<file path="config.mk">
export PLATFORM = sky130hd
export DESIGN_NAME = view_param_regs
export DESIGN_NICKNAME = d
export VERILOG_FILES = /design/src/rtl/view_param_regs_pkg.sv /design/src/rtl/view_param_regs_cmd_sync.sv /design/src/rtl/view_param_regs.sv
export SDC_FILE = /design/constraint.sdc
export NUM_CORES = 1
export LEC_CHECK = 0
export ABC_AREA = 0
export CAP_MARGIN = 20
export CORE_MARGIN = 2
export CORE_UTILIZATION = 59
export DETAILED_ROUTE_END_ITERATION = 8
export GPL_TIMING_DRIVEN = 0
export PLACE_DENSITY = 0.81
export SLEW_MARGIN = 0
export SYNTH_ARGS = -nofsm -noshare
export SYNTH_HDL_FRONTEND = slang
export SYNTH_SLANG_ARGS = --single-unit
</file>
<file path="constraint.sdc">
create_clock -name clk -period 3.65 [get_ports clk]
set_clock_uncertainty 0.1 [all_clocks]
set_input_delay 0.73 -clock clk [delete_from_list [all_inputs] [get_ports clk]]
set_output_delay 0.73 -clock clk [all_outputs]
set_load 0.005 [all_outputs]
</file>
<file path="src/rtl/view_param_regs_pkg.sv">
// Shared definitions for the view parameter register slice.
//   - ctrl command codes driven on the asynchronous ctrl pins
//   - reset view (the default Mandelbrot framing) in 16-bit fixed point
//   - auto-pan direction encoding carried on value[2:1] of the pan command
package view_param_regs_pkg;

  localparam int unsigned VALUE_W = 13;
  localparam int unsigned CTRL_W  = 3;

  localparam logic [CTRL_W-1:0] CMD_NOP     = 3'b000;
  localparam logic [CTRL_W-1:0] CMD_X_START = 3'b001;
  localparam logic [CTRL_W-1:0] CMD_Y_START = 3'b010;
  localparam logic [CTRL_W-1:0] CMD_X_INC   = 3'b011;
  localparam logic [CTRL_W-1:0] CMD_Y_INC   = 3'b100;
  localparam logic [CTRL_W-1:0] CMD_COMMIT  = 3'b101;
  localparam logic [CTRL_W-1:0] CMD_PAN     = 3'b110;
  localparam logic [CTRL_W-1:0] CMD_ABORT   = 3'b111;

  localparam logic [15:0] X_START_RST = 16'hB000;  // -2.5
  localparam logic [14:0] Y_START_RST = 15'h6000;  // -1.0
  localparam logic [15:0] X_INC_RST   = 16'h002D;
  localparam logic [15:0] Y_INC_RST   = 16'h0026;

  typedef enum logic [1:0] {
    PAN_POS_X = 2'b00,
    PAN_NEG_X = 2'b01,
    PAN_POS_Y = 2'b10,
    PAN_NEG_Y = 2'b11
  } pan_dir_e;

endpackage

</file>
<file path="src/rtl/view_param_regs_cmd_sync.sv">
// Command front end for view_param_regs.
// Synchronises the slow ctrl/value pins, waits for ctrl to hold the same code
// on two consecutive synchronised cycles, and issues each command once per
// assertion.
// Ports:
//   clk, rst_n   clock, synchronous active-low reset
//   value_i      asynchronous data pins
//   ctrl_i       asynchronous command pins
//   cmd_valid_o  one-cycle strobe: cmd_o/data_o are to be executed
//   cmd_o        command code
//   data_o       synchronised value at execution
module view_param_regs_cmd_sync
  import view_param_regs_pkg::*;
(
  input  logic               clk,
  input  logic               rst_n,
  input  logic [VALUE_W-1:0] value_i,
  input  logic [CTRL_W-1:0]  ctrl_i,
  output logic               cmd_valid_o,
  output logic [CTRL_W-1:0]  cmd_o,
  output logic [VALUE_W-1:0] data_o
);

  typedef enum logic [1:0] {
    ST_IDLE  = 2'd0,
    ST_EXEC  = 2'd1,
    ST_ARMED = 2'd2
  } state_e;

  state_e             state_q;
  logic [CTRL_W-1:0]  ctrl_s1_q, ctrl_s2_q, ctrl_cmp_q;
  logic [VALUE_W-1:0] value_s1_q, value_s2_q;
  logic               stable;
  logic               fire;

  always_ff @(posedge clk) begin
    if (!rst_n) begin
      ctrl_s1_q  <= '0;
      ctrl_s2_q  <= '0;
      ctrl_cmp_q <= '0;
      value_s1_q <= '0;
      value_s2_q <= '0;
      state_q    <= ST_IDLE;
    end else begin
      ctrl_s1_q  <= ctrl_i;
      ctrl_s2_q  <= ctrl_s1_q;
      ctrl_cmp_q <= ctrl_s2_q;
      value_s1_q <= value_i;
      value_s2_q <= value_s1_q;
      unique case (state_q)
        ST_IDLE:  if (fire) state_q <= ST_EXEC;
        ST_EXEC:  state_q <= ST_ARMED;
        ST_ARMED: if (stable && (ctrl_cmp_q == CMD_NOP)) state_q <= ST_IDLE;
        default:  state_q <= ST_IDLE;
      endcase
    end
  end

  // The action is issued on the edge that enters EXEC rather than one cycle
  // later, keeping pin-to-shadow latency at four clocks.
  always_comb begin
    stable      = (ctrl_s2_q == ctrl_cmp_q);
    fire        = (state_q == ST_IDLE) && stable && (ctrl_cmp_q != CMD_NOP);
    cmd_valid_o = fire;
    cmd_o       = ctrl_cmp_q;
    data_o      = value_s2_q;
  end

endmodule

</file>
<file path="src/rtl/view_param_regs.sv">
// View parameter registers feeding the coordinate stepper.
// Commands write a shadow view; a commit request copies shadow to active on
// the next frame boundary so a frame never mixes views. Optional auto-pan
// moves the active start point every ANIM_DIV frames.
// Ports:
//   clk, rst_n   clock, synchronous active-low reset
//   value, ctrl  asynchronous data / command pins
//   next_frame   one-cycle frame-boundary pulse
//   x_start      active left-edge X (signed Q3.(BITS-3))
//   y_start      active top-edge Y (signed Q2.(BITS-3))
//   x_inc/y_inc  active per-pixel / per-row steps (unsigned)
//   pending      commit requested, not yet applied
//   pan_on       auto-pan enabled
// BITS must exceed 13 so the value pins fit the fixed-point words.
module view_param_regs
  import view_param_regs_pkg::*;
#(
  parameter int unsigned BITS     = 16,
  parameter int unsigned ANIM_DIV = 4
) (
  input  logic               clk,
  input  logic               rst_n,
  input  logic [VALUE_W-1:0] value,
  input  logic [CTRL_W-1:0]  ctrl,
  input  logic               next_frame,
  output logic [BITS-1:0]    x_start,
  output logic [BITS-2:0]    y_start,
  output logic [BITS-1:0]    x_inc,
  output logic [BITS-1:0]    y_inc,
  output logic               pending,
  output logic               pan_on
);

  localparam int unsigned PAD   = BITS - VALUE_W;
  localparam int unsigned CNT_W = (ANIM_DIV > 1) ? $clog2(ANIM_DIV) : 1;
  localparam logic [CNT_W-1:0] CNT_LAST = CNT_W'(ANIM_DIV - 1);

  localparam logic [BITS-1:0] XS_RST = BITS'(X_START_RST);
  localparam logic [BITS-2:0] YS_RST = (BITS-1)'(Y_START_RST);
  localparam logic [BITS-1:0] XI_RST = BITS'(X_INC_RST);
  localparam logic [BITS-1:0] YI_RST = BITS'(Y_INC_RST);

  logic               cmd_valid;
  logic [CTRL_W-1:0]  cmd;
  logic [VALUE_W-1:0] cmd_data;

  logic [BITS-1:0]  act_xs_q, act_xs_d, sh_xs_q, sh_xs_d;
  logic [BITS-2:0]  act_ys_q, act_ys_d, sh_ys_q, sh_ys_d;
  logic [BITS-1:0]  act_xi_q, act_xi_d, sh_xi_q, sh_xi_d;
  logic [BITS-1:0]  act_yi_q, act_yi_d, sh_yi_q, sh_yi_d;
  logic             pending_q, pending_d;
  logic             pan_on_q, pan_on_d;
  pan_dir_e         pan_dir_q, pan_dir_d;
  logic [CNT_W-1:0] cnt_q, cnt_d;

  view_param_regs_cmd_sync u_cmd_sync (
    .clk         (clk),
    .rst_n       (rst_n),
    .value_i     (value),
    .ctrl_i      (ctrl),
    .cmd_valid_o (cmd_valid),
    .cmd_o       (cmd),
    .data_o      (cmd_data)
  );

  // Frame-boundary update is resolved first; a command executing on the
  // same edge then acts on the shadow, so a commit always takes the
  // pre-write shadow and abort reloads from the post-boundary active set.
  always_comb begin
    act_xs_d  = act_xs_q;
    act_ys_d  = act_ys_q;
    act_xi_d  = act_xi_q;
    act_yi_d  = act_yi_q;
    sh_xs_d   = sh_xs_q;
    sh_ys_d   = sh_ys_q;
    sh_xi_d   = sh_xi_q;
    sh_yi_d   = sh_yi_q;
    pending_d = pending_q;
    pan_on_d  = pan_on_q;
    pan_dir_d = pan_dir_q;
    cnt_d     = cnt_q;

    if (next_frame && pending_q) begin
      act_xs_d  = sh_xs_q;
      act_ys_d  = sh_ys_q;
      act_xi_d  = sh_xi_q;
      act_yi_d  = sh_yi_q;
      pending_d = 1'b0;
      cnt_d     = '0;
    end else if (next_frame && pan_on_q) begin
      if (cnt_q == CNT_LAST) begin
        cnt_d = '0;
        // Shadow start tracks the moved start so an edit-free commit is a no-op.
        case (pan_dir_q)
          PAN_POS_X: begin act_xs_d = act_xs_q + act_xi_q; sh_xs_d = act_xs_d; end
          PAN_NEG_X: begin act_xs_d = act_xs_q - act_xi_q; sh_xs_d = act_xs_d; end
          PAN_POS_Y: begin act_ys_d = act_ys_q + act_yi_q[BITS-2:0]; sh_ys_d = act_ys_d; end
          PAN_NEG_Y: begin act_ys_d = act_ys_q - act_yi_q[BITS-2:0]; sh_ys_d = act_ys_d; end
          default: ;
        endcase
      end else begin
        cnt_d = cnt_q + CNT_W'(1);
      end
    end

    if (cmd_valid) begin
      case (cmd)
        CMD_X_START: sh_xs_d = {cmd_data, {PAD{1'b0}}};
        CMD_Y_START: sh_ys_d = {cmd_data[VALUE_W-2:0], {PAD{1'b0}}};
        CMD_X_INC:   sh_xi_d = {{PAD{1'b0}}, cmd_data};
        CMD_Y_INC:   sh_yi_d = {{PAD{1'b0}}, cmd_data};
        CMD_COMMIT:  pending_d = 1'b1;
        CMD_PAN: begin
          pan_on_d  = cmd_data[0];
          pan_dir_d = pan_dir_e'(cmd_data[2:1]);
        end
        CMD_ABORT: begin
          sh_xs_d   = act_xs_d;
          sh_ys_d   = act_ys_d;
          sh_xi_d   = act_xi_d;
          sh_yi_d   = act_yi_d;
          pending_d = 1'b0;
        end
        default: ;
      endcase
    end
  end

  always_ff @(posedge clk) begin
    if (!rst_n) begin
      act_xs_q  <= XS_RST;
      act_ys_q  <= YS_RST;
      act_xi_q  <= XI_RST;
      act_yi_q  <= YI_RST;
      sh_xs_q   <= XS_RST;
      sh_ys_q   <= YS_RST;
      sh_xi_q   <= XI_RST;
      sh_yi_q   <= YI_RST;
      pending_q <= 1'b0;
      pan_on_q  <= 1'b0;
      pan_dir_q <= PAN_POS_X;
      cnt_q     <= '0;
    end else begin
      act_xs_q  <= act_xs_d;
      act_ys_q  <= act_ys_d;
      act_xi_q  <= act_xi_d;
      act_yi_q  <= act_yi_d;
      sh_xs_q   <= sh_xs_d;
      sh_ys_q   <= sh_ys_d;
      sh_xi_q   <= sh_xi_d;
      sh_yi_q   <= sh_yi_d;
      pending_q <= pending_d;
      pan_on_q  <= pan_on_d;
      pan_dir_q <= pan_dir_d;
      cnt_q     <= cnt_d;
    end
  end

  assign x_start = act_xs_q;
  assign y_start = act_ys_q;
  assign x_inc   = act_xi_q;
  assign y_inc   = act_yi_q;
  assign pending = pending_q;
  assign pan_on  = pan_on_q;

endmodule

</file>
# Yosys cells after proc, flatten, opt, wreduce, memory -nomap -nowiden
# Cells that the tools add are included.
# totals
register_bits	169
word_cells	87
output_inout_bits	65
in_bits	19
# classes
reduce_logical	16
n_eq_ne	16
n_addsub	5
muxes	31
bitwise_logic	1
# ops
cell	count
$pmux W16 S2	5
$mux W16	9
$mux W15	7
$pmux W15 S2	3
$add A16 B16 Y16	1
$sub A16 B16 Y16	1
$add A15 B15 Y15	1
$sub A15 B15 Y15	1
$eq A3 B3 Y1 const B	4
$eq A2 B2 Y1 const B	4
$reduce_and A2 Y1	4
$eq A3 B2 Y1 const B	2
$mux W2	3
$pmux W2 S3	1
$logic_and A1 B1 Y1	5
$eq A2 B1 Y1 const B	2
$logic_not A2 Y1	2
$reduce_bool A2 Y1	2
$eq A3 B1 Y1 const B	1
$eq A3 B3 Y1	1
$logic_not A3 Y1	1
$reduce_bool A3 Y1	1
$add A2 B1 Y2 const B	1
$mux W1	2
5 further kinds	5

# Longest topological paths before layout
# depth
word_depth	7
ltp_mapped	11
depth_no_buf	11

# By module
# A second synthesis with hierarchy kept.
# unflattened
hier_cells	1175
hier_area_um2	9412.8
# modules_own_cells
mod	instances	area_per_inst_um2	cells_per_inst	seq_area_each_um2
view_param_regs	1	8341.8	1085	2642.5
view_param_regs_cmd_sync	1	1071.0	90	740.7

# Least setup slack after synthesis
# No wires, ideal clock.
# synth_path
kind	register to register
startpoint	register act_xi_q[1] (netlist: x_inc[1])
endpoint	register act_xs_q[11] (netlist: x_start[11])
required_ns	3.429
path_stages_with_launch	11
period_less_slack_ns	2.618
t_arrival_ns	2.397
n_path_buf	0
slack_ns	1.032
setup_ns	0.121
cell_sequence	dfxtp_1 > inv_1 > ha_1 > nor2b_1 > o31ai_1 > a21oi_1 > a211oi_1 > o21ai_1 > or3_1 > a311oi_1 > o31ai_1
# synth_between
elab_chain_len	5
word_cells_on_any_way	6
cone_classes	2 x add/sub; 4 x mux
# synth_rtl
item	line_no	rtl
from (decl)	view_param_regs.sv:49	logic [BITS-1:0] act_xi_q, act_xi_d, sh_xi_q, sh_xi_d;
from (signal assigned)	view_param_regs.sv:146	act_xi_q <= act_xi_d;
$sub A16 B16 Y16 / $add A16 B16 Y16 (equally long branches)	view_param_regs.sv:96, view_param_regs.sv:95	
$pmux W16 S2 (*)	view_param_regs.sv:94	case (pan_dir_q)
$mux W16 (*)	view_param_regs.sv:91	if (cnt_q == CNT_LAST) begin
$mux W16 (*)	view_param_regs.sv:90	end else if (next_frame && pan_on_q) begin
$mux W16 (*)	view_param_regs.sv:83	if (next_frame && pending_q) begin
to (signal assigned)	view_param_regs.sv:144	act_xs_q <= act_xs_d;
to (decl)	view_param_regs.sv:47	logic [BITS-1:0] act_xs_q, act_xs_d, sh_xs_q, sh_xs_d;
# Mark *: on every way between the ends. The rest lies on a longest branch, timed or not.
# A chain may end at the register's enable or synchronous reset.

# Worst setup path in the final report
# layout_path
startpoint	input next_frame
endpoint	register act_xi_q[15] (netlist: x_inc[15])
# layout_between
elab_chain_len	2
# layout_rtl
item	line_no	rtl
from (decl)	view_param_regs.sv:25	input logic next_frame,
$logic_and A1 B1 Y1	view_param_regs.sv:83	
$mux W16	view_param_regs.sv:83	
# No other way between the ends.

==> metrics.md <==
| Metric | Value |
|---|---|
| Share of cells above drive strength 1 | `5.20%` |
| Worst skew pair latency | `430 ps` |
| Core Footprint | `16000 µm²` |
| Reg clk slew, reported paths | `70 ps` |
| Crit path cell chain | `clkdlybuf4s50_1 -> nand2_1 -> clkbuf_1 -> buf_1 -> clkbuf_2 -> buf_1 -> nand2_1 -> a21oi_1` |
| Initial antenna violation count | `0` |
| Primary FF master, synth | `dfxtp_1` |
| Total length of routed wires | `32.9 mm` |
| Total number of vias | `10100` |
| DRT Pass-1 Iters | `6` |
| DRC Markers | `0` |
| Fraction of registers with async set or reset after synthesis | `0%` |
| Clock Path Buffers | `2` |
| Leak pwr | `4.41 nW` |
| Relative slew slack | `45.3%` |
| PwrDens | `332 nW/µm²` |
| Worst setup EP type | `register` |
| Met3 Resource Use GR | `9.58%` |
| Buf+Inv Stages, Crit Path | `5` |
| CP Launch Type | `primary input` |
| Die Span Y | `133 µm` |
| Synth cell types | `83` |
| Vias in the first global route | `9263` |
| IO buf count | `83` |
| Ports | `84` |
| Worst Hold Class | `register to register` |
| Root Driver | `clkbuf_16` |
| Yosys top cell area share | `34.7%` |
| Post-synth top cells | `dfxtp_1, nor2_1, nand2_1` |
| Clock Sinks | `169` |
| Outcome | `finished, final reports clean` |
| Dpl cells | `1512` |
| Cells after Synth | `1213` |
| Max-cap check violation count | `0` |
| Layout area overhead | `17.2%` |
| Crit path DAT | `3830 ps` |
| M2 GR Usage | `56.1%` |
| DIE AREA | `17600 µm²` |
| DP HPWL | `24.2 mm` |
| Fin. Hold Viols | `0` |
| Worst hold slack | `331 ps` |
| Largest stage delay on the critical path | `650 ps` |
| Syn Nets | `1296` |
| Tot GR Track Use | `37.0%` |
| Final Power | `3.79 mW` |
| CP top delay family | `buffers and inverters` |
| RSZ-0062 raised after global routing | `no` |
| Final Max Slew Viols | `0` |
| Count leader, synth | `dfxtp_1` |
| CTS Buf Count | `17` |
| Final non-filler cell total | `1544` |
| Maximum clock rate | `279 MHz` |
| Post-Syn Area | `9750 µm²` |
| Setup_tns | `0 ps` |
| WS Path Type | `primary input to register` |
| CTS tree | `built` |
| Synth Area per Inst | `8.03 µm²` |
| Antenna Nets Post-Route | `0` |
| R2r setup slk | `290 ps` |
| Net count, final | `1398` |
| N_diodes | `0` |
| Slowest CP cell | `buf_1` |
| Measured slew at the worst slew-check pin | `817 ps` |
| Met1 usage | `49.7%` |
| Drt initial violations | `1311` |
| Fin crit share | `98.0%` |
| Vias per std cell | `6.55` |
| First-pass GRT wire length | `50.8 mm` |
| Die width | `133 µm` |
| CP max FO | `10` |
| Top post-synthesis cells by area | `dfxtp_1, ha_1, nor2_1` |
| Synth Warn # | `0` |
| Grt ovf | `0` |
| Seq/Total Area, Yosys | `34.7%` |
| Worst endpoint required time | `3900 ps` |
| Initial Util | `60.9%` |
| GRT Max-Usage Layer | `met2` |
| Final Setup Violations | `0` |
| Synthesized flop and latch total | `169` |
| Htree depth | `4` |
| Avg WL per Cell | `21.3 µm` |
| FP Rows | `46` |
| Post-synth top area cell | `dfxtp_1` |
| Fin crit period | `3580 ps` |
| Routability congestion estimate from global placement | `1.03` |
| Max IR drop VDD | `343 µV` |
| Largest net degree at the start of global routing | `18` |
| # Post-CTS Setup Buffers | `0` |
| EDFF count, synth | `0` |
-- cell families (layout without fill, tap and decap cells) --
| logic type | Yosys count | count (layout) | share of synthesized area (%) |
|---|---|---|---|
| muxes | 20 | 20 | 2.08 |
| and+or+nand+nor | 443 | 443 | 21.6 |
| adders and majority gates | 64 | 64 | 8.52 |
| buffers and inverters | 139 | 254 | 5.57 |
| AOI/OAI and AO/OA | 353 | 353 | 25.2 |
| DFF | 169 | 169 | 34.7 |
| xor gates and xnor gates | 25 | 25 | 2.25 |
-- flip-flops by register name (all words and copies together), names as in the netlist, 15 cells and up --
register	count
sh_xi_q	16
sh_xs_q	16
sh_yi_q	16
sh_ys_q	15
x_inc	16
x_start	16
y_inc	16
y_start	15
-- area by class of cell --
| type | instances | area (µm²) |
|---|---|---|
| Inverter | 57 | 214 |
| Fill cell | 1358 | 4580 |
| Tap cell | 216 | 270 |
| Buffer | 82 | 330 |
| Multi-Input combinational cell | 905 | 5820 |
| Clock buffer | 18 | 439 |
| Clock inverter | 14 | 134 |
| Timing Repair Buffer | 83 | 831 |
| Sequential cell | 169 | 3380 |
-- worst paths after layout --
check | start | endpoint | cells past startpoint
hold / removal | u_cmd_sync.value_s1_q[2]$_SDFF_PN0_ | u_cmd_sync.data_o[2]$_SDFF_PN0_ | 1
hold reg to reg | u_cmd_sync.value_s1_q[2]$_SDFF_PN0_ | u_cmd_sync.data_o[2]$_SDFF_PN0_ | 1
setup / recovery | next_frame | x_inc[15]$_SDFF_PN0_ | 8
setup reg to reg | x_inc[1]$_SDFF_PN0_ | x_start[11]$_SDFF_PN0_ | 10
-- metal layers --
metal	routed length (µm)	vias up
li1	-	4558
met1	13200	4740
met2	14100	700
met3	4190	115
met4	1490	0
met5	0	-
-- worst reg2reg max path, cell delays in order, from the launching register on --
cell	delay, ps
dfxtp_1	450
inv_1	200
ha_1	330
nor2b_1	150
o31ai_1	310
a21oi_1	170
a211oi_1	500
o21ai_1	250
or3_1	350
a311oi_1	330
o31ai_1	100
-- through the flow --
stage          util [%]  area [µm²]  setup WS, ps
4_1_cts            71.4       11400           127
3_5_place_dp       67.8       10800          -256
3_3_place_gp       67.8       10800          -184
6_report           71.4       11400          71.6
2_1_floorplan         -        9750          1030
5_1_grt            71.4       11400          40.9
-- report_power, final --
part	leakage, nW	internal [mW]	switching, mW
registers	1.37	1.87	0.0278
clock network	0.278	0.920	0.835
logic	2.76	0.0539	0.0884
total	4.41	2.84	0.951
-- timing repair --
action / in CTS / in global routing
hold buffers: 0 / 0
endpoints found under the setup margin: 0 / 9
gates resized for setup: 0 / 3
-- cells in the final DEF, fill, tap and decap left out, types with 7 or more instances in the layout --
cell	count
a21oi_1	92
and2_1	48
buf_1	8
o21a_1	10
nor4_1	8
o22ai_1	11
nand3_1	31
a31oi_1	20
o21ai_1	18
nand2b_1	13
o211ai_1	8
mux2i_1	18
xor2_1	9
dfxtp_1	169
o21ai_0	43
and3_1	14
ha_1	60
clkbuf_16	17
a21o_1	7
a211oi_1	25
a221oi_1	9
nor2b_1	10
clkdlybuf4s50_1	83
inv_1	57
clkbuf_1	58
xnor2_1	16
buf_2	14
nor2_1	125
nor3_1	42
o31ai_1	16
a221o_1	7
nand2_1	122
No activity file was read; power rests on OpenSTA's default activity.
